$ cat config.mk
export PLATFORM = sky130hd
export DESIGN_NAME = pipe_hazard_ctrl_flat
export DESIGN_NICKNAME = d
export VERILOG_FILES = /design/src/rtl/pipe_hazard_ctrl_if.sv /design/src/rtl/pipe_hazard_ctrl.sv /design/src/flat_wrapper.sv
export SDC_FILE = /design/constraint.sdc
export NUM_CORES = 1
export LEC_CHECK = 0
export ABC_AREA = 1
export CAP_MARGIN = 30
export CORE_MARGIN = 2
export CORE_UTILIZATION = 31
export CTS_CLUSTER_SIZE = 10
export DETAILED_ROUTE_END_ITERATION = 6
export PLACE_DENSITY_LB_ADDON = 0.15
export SLEW_MARGIN = 20
export SYNTH_ARGS = -nofsm -noshare
export SYNTH_HDL_FRONTEND = slang
export SYNTH_SLANG_ARGS = --single-unit
$ cat constraint.sdc
create_clock -name clk -period 3.25 [get_ports clk]
set_input_delay 0.65 -clock clk [delete_from_list [all_inputs] [get_ports clk]]
set_output_delay 0.65 -clock clk [all_outputs]
set_load 0.1 [all_outputs]
$ cat src/rtl/pipe_hazard_ctrl_if.sv
// Handshake bundle between the pipeline datapath and the hazard controller.
// The datapath (master) supplies register indices and stage status; the
// controller (slave) returns register enables/flushes plus status.
interface pipe_hazard_ctrl_if;
  // ID stage
  logic [4:0]  rs_d;
  logic [4:0]  rt_d;
  logic        branch_d;
  logic        branch_taken_d;
  logic        jump_d;
  // EX stage
  logic [4:0]  rt_e;
  logic [4:0]  writereg_e;
  logic        memtoreg_e;
  logic        regwrite_e;
  logic        md_start_e;
  // MEM stage
  logic [4:0]  writereg_m;
  logic        memtoreg_m;
  logic        dmem_req_m;
  // Unit status / control
  logic        md_done;
  logic        dmem_ready;
  logic        cnt_clr;
  // Pipeline register controls
  logic        pc_en;
  logic        ifid_en;
  logic        idex_en;
  logic        exmem_en;
  logic        memwb_en;
  logic        ifid_flush;
  logic        idex_flush;
  logic        exmem_flush;
  logic        memwb_flush;
  // Status
  logic [1:0]  state;
  logic        md_timeout;
  logic [15:0] stall_cycles;

  modport master (
    output rs_d, rt_d, branch_d, branch_taken_d, jump_d,
           rt_e, writereg_e, memtoreg_e, regwrite_e, md_start_e,
           writereg_m, memtoreg_m, dmem_req_m,
           md_done, dmem_ready, cnt_clr,
    input  pc_en, ifid_en, idex_en, exmem_en, memwb_en,
           ifid_flush, idex_flush, exmem_flush, memwb_flush,
           state, md_timeout, stall_cycles
  );

  modport slave (
    input  rs_d, rt_d, branch_d, branch_taken_d, jump_d,
           rt_e, writereg_e, memtoreg_e, regwrite_e, md_start_e,
           writereg_m, memtoreg_m, dmem_req_m,
           md_done, dmem_ready, cnt_clr,
    output pc_en, ifid_en, idex_en, exmem_en, memwb_en,
           ifid_flush, idex_flush, exmem_flush, memwb_flush,
           state, md_timeout, stall_cycles
  );
endinterface

$ cat src/rtl/pipe_hazard_ctrl.sv
// Hazard/stall controller for a 5-stage pipeline with a multi-cycle MDU.
//
// state   | meaning
// --------+----------------------------------------------------------
// RUN     | pipeline flowing; an MDU start in EX stalls and enters MD_BUSY
// MD_BUSY | waiting for md_done, bounded by MD_TIMEOUT cycles
// 2'd2/3  | unreachable; recovers to RUN on the next edge
module pipe_hazard_ctrl #(
  parameter int MD_TIMEOUT = 64
) (
  input  logic              clk,
  input  logic              reset_n,
  pipe_hazard_ctrl_if.slave bus
);

  typedef enum logic [1:0] {
    RUN     = 2'd0,
    MD_BUSY = 2'd1,
    ILL2    = 2'd2,
    ILL3    = 2'd3
  } state_e;

  // Last busy_cnt value before the wait is abandoned.
  localparam logic [7:0] BUSY_LAST = 8'(MD_TIMEOUT - 1);

  state_e      state_q,        state_d;
  logic [7:0]  busy_cnt_q,     busy_cnt_d;
  logic        md_timeout_q,   md_timeout_d;
  logic [15:0] stall_cycles_q, stall_cycles_d;

  logic mem_stall;
  logic md_stall;
  logic lu_stall;
  logic br_stall;
  logic e_fwd_hit;
  logic m_fwd_hit;
  logic redirect;
  logic any_stall;

  // Hazard detection terms
  assign mem_stall = bus.dmem_req_m & ~bus.dmem_ready;

  assign md_stall  = ((state_q == RUN) & bus.md_start_e) |
                     ((state_q == MD_BUSY) & ~bus.md_done & (busy_cnt_q < BUSY_LAST));

  assign lu_stall  = bus.memtoreg_e & (bus.rt_e != 5'd0) &
                     ((bus.rt_e == bus.rs_d) | (bus.rt_e == bus.rt_d));

  // Branches resolve in ID, so a result still in EX, or a load still in MEM,
  // cannot be forwarded to the comparator in time.
  assign e_fwd_hit = bus.regwrite_e & (bus.writereg_e != 5'd0) &
                     ((bus.writereg_e == bus.rs_d) | (bus.writereg_e == bus.rt_d));
  assign m_fwd_hit = bus.memtoreg_m & (bus.writereg_m != 5'd0) &
                     ((bus.writereg_m == bus.rs_d) | (bus.writereg_m == bus.rt_d));
  assign br_stall  = bus.branch_d & (e_fwd_hit | m_fwd_hit);

  assign redirect  = bus.branch_taken_d | bus.jump_d;
  assign any_stall = mem_stall | md_stall | lu_stall | br_stall;

  // Pipeline enables/flushes by stall priority; everything held low in reset
  always_comb begin
    bus.pc_en       = 1'b0;
    bus.ifid_en     = 1'b0;
    bus.idex_en     = 1'b0;
    bus.exmem_en    = 1'b0;
    bus.memwb_en    = 1'b0;
    bus.ifid_flush  = 1'b0;
    bus.idex_flush  = 1'b0;
    bus.exmem_flush = 1'b0;
    bus.memwb_flush = 1'b0;
    if (reset_n) begin
      if (mem_stall) begin
        // Freeze everything up to MEM; WB receives a bubble.
        bus.memwb_en    = 1'b1;
        bus.memwb_flush = 1'b1;
      end else if (md_stall) begin
        // Hold the MDU op in EX; MEM receives a bubble.
        bus.exmem_en    = 1'b1;
        bus.exmem_flush = 1'b1;
        bus.memwb_en    = 1'b1;
      end else if (lu_stall | br_stall) begin
        // Hold IF/ID; EX receives a bubble.
        bus.idex_en     = 1'b1;
        bus.idex_flush  = 1'b1;
        bus.exmem_en    = 1'b1;
        bus.memwb_en    = 1'b1;
      end else begin
        bus.pc_en      = 1'b1;
        bus.ifid_en    = 1'b1;
        bus.idex_en    = 1'b1;
        bus.exmem_en   = 1'b1;
        bus.memwb_en   = 1'b1;
        bus.ifid_flush = redirect;
      end
    end
  end

  // MDU wait FSM next-state, busy counter and sticky timeout
  always_comb begin
    state_d      = state_q;
    busy_cnt_d   = busy_cnt_q;
    md_timeout_d = md_timeout_q;
    case (state_q)
      RUN: begin
        // md_done outside MD_BUSY carries no meaning and is ignored.
        if (bus.md_start_e & ~mem_stall) begin
          state_d    = MD_BUSY;
          busy_cnt_d = 8'd0;
        end
      end
      MD_BUSY: begin
        if (!mem_stall) begin
          if (bus.md_done) begin
            // A result arriving on the last allowed cycle is not a timeout.
            state_d = RUN;
          end else if (busy_cnt_q == BUSY_LAST) begin
            state_d      = RUN;
            md_timeout_d = 1'b1;
          end else begin
            busy_cnt_d = busy_cnt_q + 8'd1;
          end
        end
      end
      default: begin
        state_d = RUN;
      end
    endcase
  end

  // Stall performance counter: saturating, clear wins over increment
  always_comb begin
    stall_cycles_d = stall_cycles_q;
    if (bus.cnt_clr) begin
      stall_cycles_d = 16'd0;
    end else if (any_stall && (stall_cycles_q != 16'hFFFF)) begin
      stall_cycles_d = stall_cycles_q + 16'd1;
    end
  end

  // State and counter registers
  always_ff @(posedge clk or negedge reset_n) begin
    if (!reset_n) begin
      state_q        <= RUN;
      busy_cnt_q     <= 8'd0;
      md_timeout_q   <= 1'b0;
      stall_cycles_q <= 16'd0;
    end else begin
      state_q        <= state_d;
      busy_cnt_q     <= busy_cnt_d;
      md_timeout_q   <= md_timeout_d;
      stall_cycles_q <= stall_cycles_d;
    end
  end

  assign bus.state        = state_q;
  assign bus.md_timeout   = md_timeout_q;
  assign bus.stall_cycles = stall_cycles_q;

endmodule

$ cat src/flat_wrapper.sv
// flat-port wrapper written by rule: the top's interface ports become plain ports
module pipe_hazard_ctrl_flat 
#(
  parameter int MD_TIMEOUT = 64
)
  (clk, reset_n, bus_rs_d, bus_rt_d, bus_branch_d, bus_branch_taken_d, bus_jump_d, bus_rt_e, bus_writereg_e, bus_memtoreg_e, bus_regwrite_e, bus_md_start_e, bus_writereg_m, bus_memtoreg_m, bus_dmem_req_m, bus_md_done, bus_dmem_ready, bus_cnt_clr, bus_pc_en, bus_ifid_en, bus_idex_en, bus_exmem_en, bus_memwb_en, bus_ifid_flush, bus_idex_flush, bus_exmem_flush, bus_memwb_flush, bus_state, bus_md_timeout, bus_stall_cycles);
  pipe_hazard_ctrl_if bus_i ();
  input  logic clk;
  input  logic reset_n;
  input wire logic [$bits(bus_i.rs_d)-1:0] bus_rs_d;
  input wire logic [$bits(bus_i.rt_d)-1:0] bus_rt_d;
  input wire logic [$bits(bus_i.branch_d)-1:0] bus_branch_d;
  input wire logic [$bits(bus_i.branch_taken_d)-1:0] bus_branch_taken_d;
  input wire logic [$bits(bus_i.jump_d)-1:0] bus_jump_d;
  input wire logic [$bits(bus_i.rt_e)-1:0] bus_rt_e;
  input wire logic [$bits(bus_i.writereg_e)-1:0] bus_writereg_e;
  input wire logic [$bits(bus_i.memtoreg_e)-1:0] bus_memtoreg_e;
  input wire logic [$bits(bus_i.regwrite_e)-1:0] bus_regwrite_e;
  input wire logic [$bits(bus_i.md_start_e)-1:0] bus_md_start_e;
  input wire logic [$bits(bus_i.writereg_m)-1:0] bus_writereg_m;
  input wire logic [$bits(bus_i.memtoreg_m)-1:0] bus_memtoreg_m;
  input wire logic [$bits(bus_i.dmem_req_m)-1:0] bus_dmem_req_m;
  input wire logic [$bits(bus_i.md_done)-1:0] bus_md_done;
  input wire logic [$bits(bus_i.dmem_ready)-1:0] bus_dmem_ready;
  input wire logic [$bits(bus_i.cnt_clr)-1:0] bus_cnt_clr;
  output wire logic [$bits(bus_i.pc_en)-1:0] bus_pc_en;
  output wire logic [$bits(bus_i.ifid_en)-1:0] bus_ifid_en;
  output wire logic [$bits(bus_i.idex_en)-1:0] bus_idex_en;
  output wire logic [$bits(bus_i.exmem_en)-1:0] bus_exmem_en;
  output wire logic [$bits(bus_i.memwb_en)-1:0] bus_memwb_en;
  output wire logic [$bits(bus_i.ifid_flush)-1:0] bus_ifid_flush;
  output wire logic [$bits(bus_i.idex_flush)-1:0] bus_idex_flush;
  output wire logic [$bits(bus_i.exmem_flush)-1:0] bus_exmem_flush;
  output wire logic [$bits(bus_i.memwb_flush)-1:0] bus_memwb_flush;
  output wire logic [$bits(bus_i.state)-1:0] bus_state;
  output wire logic [$bits(bus_i.md_timeout)-1:0] bus_md_timeout;
  output wire logic [$bits(bus_i.stall_cycles)-1:0] bus_stall_cycles;
  assign bus_i.rs_d = bus_rs_d;
  assign bus_i.rt_d = bus_rt_d;
  assign bus_i.branch_d = bus_branch_d;
  assign bus_i.branch_taken_d = bus_branch_taken_d;
  assign bus_i.jump_d = bus_jump_d;
  assign bus_i.rt_e = bus_rt_e;
  assign bus_i.writereg_e = bus_writereg_e;
  assign bus_i.memtoreg_e = bus_memtoreg_e;
  assign bus_i.regwrite_e = bus_regwrite_e;
  assign bus_i.md_start_e = bus_md_start_e;
  assign bus_i.writereg_m = bus_writereg_m;
  assign bus_i.memtoreg_m = bus_memtoreg_m;
  assign bus_i.dmem_req_m = bus_dmem_req_m;
  assign bus_i.md_done = bus_md_done;
  assign bus_i.dmem_ready = bus_dmem_ready;
  assign bus_i.cnt_clr = bus_cnt_clr;
  assign bus_pc_en = bus_i.pc_en;
  assign bus_ifid_en = bus_i.ifid_en;
  assign bus_idex_en = bus_i.idex_en;
  assign bus_exmem_en = bus_i.exmem_en;
  assign bus_memwb_en = bus_i.memwb_en;
  assign bus_ifid_flush = bus_i.ifid_flush;
  assign bus_idex_flush = bus_i.idex_flush;
  assign bus_exmem_flush = bus_i.exmem_flush;
  assign bus_memwb_flush = bus_i.memwb_flush;
  assign bus_state = bus_i.state;
  assign bus_md_timeout = bus_i.md_timeout;
  assign bus_stall_cycles = bus_i.stall_cycles;
  pipe_hazard_ctrl #(.MD_TIMEOUT(MD_TIMEOUT)) u_core (.clk(clk), .reset_n(reset_n), .bus(bus_i));
endmodule
# Word level (Yosys, flattened, before mapping)
# Cells that the tools add are included.
dict set report word_totals {
  register_bits 27
  input_bits 38
  out_inout_bits 28
  word_cells 91
}
dict set report op_classes {
  bitwise 25
  magnitude_cmp 1
  addsub 2
  n_eq_ne 14
  muxes 35
  reduce_logical 10
}
# operator n
set ops {}
lappend ops {{two-way mux 16 bit} 2}
lappend ops {{two-way mux 8 bit} 4}
lappend ops {{equality test 5 bit} 6}
lappend ops {{two-way mux 1 bit} 23}
lappend ops {{adder 16 x 1 -> 16 bit (second input constant)} 1}
lappend ops {{!= test 16 bit (second input constant)} 1}
lappend ops {{one-hot mux 8 bit (2 select lines)} 1}
lappend ops {{nonzero test 5 bit} 3}
lappend ops {{AND 1 bit} 12}
lappend ops {{OR 1 bit} 10}
lappend ops {{adder 8 x 1 -> 8 bit (second input constant)} 1}
lappend ops {{equality test 8 x 6 -> 1 bit (second input constant)} 1}
lappend ops {{< comparator 8 x 6 -> 1 bit (second input constant)} 1}
lappend ops {{two-way mux 2 bit} 4}
lappend ops {{!= test 2 bit (second input constant)} 4}
lappend ops {{AND reduction 5 bit} 1}
lappend ops {{one-hot mux 2 bit (2 select lines)} 1}
lappend ops {{AND reduction 4 bit} 1}
lappend ops {{nonzero test 2 bit} 2}
lappend ops {{!= test 3 bit (second input constant)} 1}
lappend ops {{inverter 1 bit} 3}
lappend ops {{AND reduction 3 bit} 1}
lappend ops {{equality test 2 x 1 -> 1 bit (second input constant)} 1}
lappend ops {{zero test 2 bit} 1}
lappend ops {{logical AND 1 bit} 1}

# Depth between registers and ports, before layout
dict set report depth {
  ltp_word 10
  mapped_depth 14
  depth_no_buf 13
}

# Least setup slack after synthesis
# OpenSTA, ideal clock, no wires.
dict set report synth_path {
  path_kind {register to output}
  startpoint {register u_core.state_q[0], in the netlist u_core.bus.state[0]}
  endpoint {output bus_idex_flush}
  required_ns 2.600
  t_arrival_ns 4.847
  n_path_buf 0
  path_stages_with_launch 6
  path_slack_ns -2.247
  cell_sequence {dfrtp_1 nor2_1 inv_1 nand3_1 nor2_1 a21boi_0}
}
dict set report synth_between {
  elab_chain_cells 7
  elab_cells_between_ends 9
  cone_classes {eq/ne (1); mux (3); bitwise (4); reduce/logical (1)}
}
# item line
set synth_lines {}
lappend synth_lines {{start, declared} pipe_hazard_ctrl.sv:26} ;# state_e state_q, state_d;
lappend synth_lines {{start signal, assigned} pipe_hazard_ctrl.sv:148} ;# state_q <= state_d;
lappend synth_lines {{equality test 2 x 1 -> 1 bit} pipe_hazard_ctrl.sv:44} ;# ((state_q == MD_BUSY) & ~bus.md_done & (busy_cnt_q < BUSY_LAST));
lappend synth_lines {{AND 1 bit (2 in a row)} pipe_hazard_ctrl.sv:44}
lappend synth_lines {{OR 1 bit *} pipe_hazard_ctrl.sv:43} ;# assign md_stall = ((state_q == RUN) & bus.md_start_e) |
lappend synth_lines {{two-way mux 1 bit *} pipe_hazard_ctrl.sv:76} ;# end else if (md_stall) begin
lappend synth_lines {{two-way mux 1 bit *} pipe_hazard_ctrl.sv:72} ;# if (mem_stall) begin
lappend synth_lines {{two-way mux 1 bit *} pipe_hazard_ctrl.sv:71} ;# if (reset_n) begin
lappend synth_lines {{end, declared} flat_wrapper.sv:32} ;# output wire logic [$bits(bus_i.idex_flush)-1:0] bus_idex_flush;
# Mark *: on every way between the ends. The rest lies on a longest branch, timed or not.

# Worst setup path after layout
dict set report layout_path {
  startpoint {input bus_rs_d[4]}
  endpoint {output bus_ifid_flush}
}
dict set report layout_between {
  elab_chain_cells 10
  elab_cells_between_ends 16
  cone_classes {eq/ne (3); mux (4); bitwise (9)}
}
# item line
set layout_lines {}
lappend layout_lines {{start, declared} flat_wrapper.sv:10} ;# input wire logic [$bits(bus_i.rs_d)-1:0] bus_rs_d;
lappend layout_lines {{equality test 5 bit (on tied branches)} {pipe_hazard_ctrl.sv:52, pipe_hazard_ctrl.sv:54}}
lappend layout_lines {{OR 1 bit (on tied branches)} {pipe_hazard_ctrl.sv:52, pipe_hazard_ctrl.sv:54}}
lappend layout_lines {{AND 1 bit (on tied branches)} {pipe_hazard_ctrl.sv:51, pipe_hazard_ctrl.sv:53}}
lappend layout_lines {{OR 1 bit} pipe_hazard_ctrl.sv:55} ;# assign br_stall = bus.branch_d & (e_fwd_hit | m_fwd_hit);
lappend layout_lines {{AND 1 bit} pipe_hazard_ctrl.sv:55}
lappend layout_lines {{OR 1 bit *} pipe_hazard_ctrl.sv:81} ;# end else if (lu_stall | br_stall) begin
lappend layout_lines {{two-way mux 1 bit *} pipe_hazard_ctrl.sv:81}
lappend layout_lines {{two-way mux 1 bit *} pipe_hazard_ctrl.sv:76}
lappend layout_lines {{two-way mux 1 bit *} pipe_hazard_ctrl.sv:72}
lappend layout_lines {{two-way mux 1 bit *} pipe_hazard_ctrl.sv:71}
lappend layout_lines {{end, declared} flat_wrapper.sv:31} ;# output wire logic [$bits(bus_i.ifid_flush)-1:0] bus_ifid_flush;
# Marked as above.

==> run metrics <==
combinational group share of total power=0.403; TritonCTS clock tree=yes; sequential share of power=0.343; H-tree depth=1; largest net degree at the start of global routing=31; pwr dens=347.3 mW/mm^2; layout cell share with drive strength beyond 1=0.1500; DRC Markers=0; post-CTS setup buffer count=0; TritonCTS Buffers=3; Setup TNS=0 ns; Clk Latency, worst-skew pair=0.27 ns; area leader, netlist=dfrtp_1; Critical Path Fanout Max=4; Seq cells post-synth=26; Critical Path RT=2.60 ns; Ports=66; status=complete, no violations; Critical Path End Type=output pin; clock share of power=0.254; die height=88.07 um; final worst path period need=3.005 ns; Final Hold Vio Count=0; Buf+Inv Stages, Crit Path=2; Layout area overhead=39.58%; gp weighted congestion=0.9005; first-pass GRT wire length=8.970 mm; worst setup path start=bus_rs_d[4]; I/O Buffers=64; Die W=88.07 um; DR WL/cell=10.98 um; Crit path largest cell delay=0.57 ns; crit path launch type=input pin; Netlist cell types=38; CTS Sinks=26; Die Area=0.007755 sq mm; row count=30; top cells by area, synth=dfrtp_1 (30%), nand2_1 (17%), inv_1 (7.5%); via count=2,240; Overall Global Routing Usage=0.1424; vias per cell=4.516; ant diodes=0; clock slew seen by the registers of the worst setup and hold paths=0.09 ns; Post-Syn Nets=378; Reg2Reg Depth=12; Gates resized, CTS repair=0; total power=1.062 mW; vias in the first global route=2,014; hpwl dp=4.367 mm; Syn Area/Cell=6.482 sq um; fillers=728; Pre-antenna DRT Iters=4; Syn Inst Count=338; CP top delay family=simple AND/OR/NAND/NOR gates; Hold Crit Depth=1; Clk Tree Root Cell=clkbuf_8; Lkg Pwr=1.589 nW; number of max-cap violations=0; R2R Setup Slk=1.12 ns; Post-Route WL=5.445 mm; RSZ-0062 raised after global routing=no; Switching Share=0.3858; clock skew=0.003437 ns; initial DRC count=79; Post-synth EDFFs=0; grt total ovfl=0; CORE AREA=0.006832 sq mm; Nets=441; Main synth FF type=dfrtp_1; worst rel slew slack=0.4180; fmax=0.3327 GHz; sequential-to-total area share from yosys stat=0.2970; critical path, cell by cell=clkdlybuf4s50_1 -> nand2_1 -> nand2_1 -> nor2_1 -> nand3_1 -> nand2_1 -> nand2_1 -> nand2_1 -> nand2_1 -> nand2_2 -> nor2_4 -> o21a_2 -> buf_12; CTS Hold Bufs=0; initial antenna violation count=0; RR Startpoint=u_core.busy_cnt_q[0]; CP arrival=2.36 ns; critical path's slowest cell=clkdlybuf4s50_1; Final Max Tran Viols=0; final setup vio count=0; startpoint of the worst hold path=u_core.bus.md_timeout; Cell Int Power=0.6523 mW; post-synth top area share=0.2970; post-route ant nets=0; CP Depth=13; fraction of registers with async set/reset=1.000; synthesized cell area=0.002191 sq mm; Most Frequent Cell on Critical Path=nand2_1; Min-Delay Path Class=register to register; Psw=0.4097 mW; worst vdd rail ir drop=151.5 uV; Worst-Margin Slew=0.8720 ns; Worst Setup Path Type=input pin to output pin; crit share post-route=0.9247; Starting Density=0.3207; clock buffer depth=2; YS warnings=0
==> sequential cells by signal (all words and copies together) (netlist names) <==
register and cells:
u_core.bus.stall_cycles 16, u_core.busy_cnt_q 8, u_core.bus.md_timeout 1, u_core.bus.state 1
==> placed cells by master, fill, tap and decap left out, types with 2 or more instances in the layout <==
cell | Yosys | final
nand2_1 | 101 | 101
inv_1 | 44 | 44
clkdlybuf4s50_1 | 0 | 37
nand3_1 | 33 | 33
nor2_1 | 34 | 31
dfrtp_1 | 26 | 25
buf_4 | 3 | 21
nand4_1 | 16 | 16
xor2_1 | 14 | 14
xnor2_1 | 10 | 10
o21ai_0 | 9 | 9
buf_12 | 0 | 9
inv_2 | 8 | 8
a21oi_1 | 6 | 6
nor3_1 | 3 | 3
clkbuf_8 | 0 | 3
nor3_2 | 2 | 2
nor2_2 | 0 | 2
a21boi_2 | 0 | 2
nand2_2 | 2 | 2
nor2_4 | 1 | 2
ha_1 | 2 | 2
==> power by group through the flow <==
stage / clock (mW) / sequential, mW / combinational [mW]
floorplan: 0 / 0.427 / 0.221
global placement: 0 / 0.370 / 0.431
detailed placement: 0 / 0.371 / 0.431
CTS: 0.281 / 0.364 / 0.432
global route: 0.290 / 0.368 / 0.461
finish: 0.270 / 0.364 / 0.428
==> worst register-to-register path, delay by kind of cell, from the launching register on <==
family | cells | cell delay (ns)
compound gates | 1 | 0.14
fa+ha+maj | 1 | 0.18
buf+inv | 2 | 0.26
flops | 1 | 0.40
simple gates | 8 | 1.10
==> worst paths after layout <==
check                                             end
max                                    bus_ifid_flush
min                             u_core.bus.md_timeout
max reg2reg                u_core.bus.stall_cycles[7]
min reg2reg                     u_core.bus.md_timeout
max in group asynchronous         u_core.bus.state[0]
min in group asynchronous         u_core.bus.state[0]
==> Yosys cell counts, types with 2 or more instances <==
master	count
inv_2	8
a21boi_0	2
xnor2_1	10
clkbuf_1	2
dfrtp_1	26
nand2_2	2
nor2_1	34
a21oi_1	6
nand4_1	16
nand3_1	33
xor2_1	14
nor3_1	3
o21ai_0	9
buf_4	3
buf_2	2
nor3_2	2
inv_1	44
ha_1	2
nand2_1	101
==> layer usage <==
layer  part of all wire  GRT usage
met5                  0          0
met4              0.010    0.02617
met3              0.032    0.02262
met2               0.49     0.2507
met1               0.47     0.1861
==> cell families (layout without fill, tap and decap cells) <==
| kind of cell | count (synthesis) | in the layout | synth area share |
|---|---|---|---|
| AOI/OAI and AO/OA | 25 | 25 | 0.06739 |
| xor gates and xnor gates | 24 | 24 | 0.09594 |
| adders and majority gates | 2 | 2 | 0.01142 |
| buffers and inverters | 62 | 124 | 0.1159 |
| DFF | 26 | 26 | 0.2970 |
| other | 1 | 1 | 0.001712 |
| and+or+nand+nor | 198 | 198 | 0.4106 |
==> per-stage QoR <==
stage / cell area [sq um] / worst slack [ns] / hold WS, ns / std cells / util
final: 3058 / 0.2447 / 0.4905 / 496 / 0.4476
after floorplan: 2213 / -0.3081 / 0.3544 / 338 / -
after CTS: 3058 / 0.2349 / 0.5002 / 496 / 0.4476
after global placement: 2987 / 0.2481 / 0.4585 / 492 / 0.4372
after detailed placement: 2987 / 0.2349 / 0.4779 / 492 / 0.4372
after global routing: 3058 / 0.08681 / 0.5080 / 496 / 0.4476
==> cell type report <==
cell class	count	area [sq um]	share of cell area
multi-input combinational	250	1308	0.4276
sequential	26	651.9	0.2132
tap	96	120.1	0.03928
clock inverter	1	30.03	0.009820
timing repair buffer	67	708.2	0.2316
inverter	53	198.9	0.06506
clock buffer	3	41.29	0.01350
Note: power is estimated with default switching activity, not from simulation.
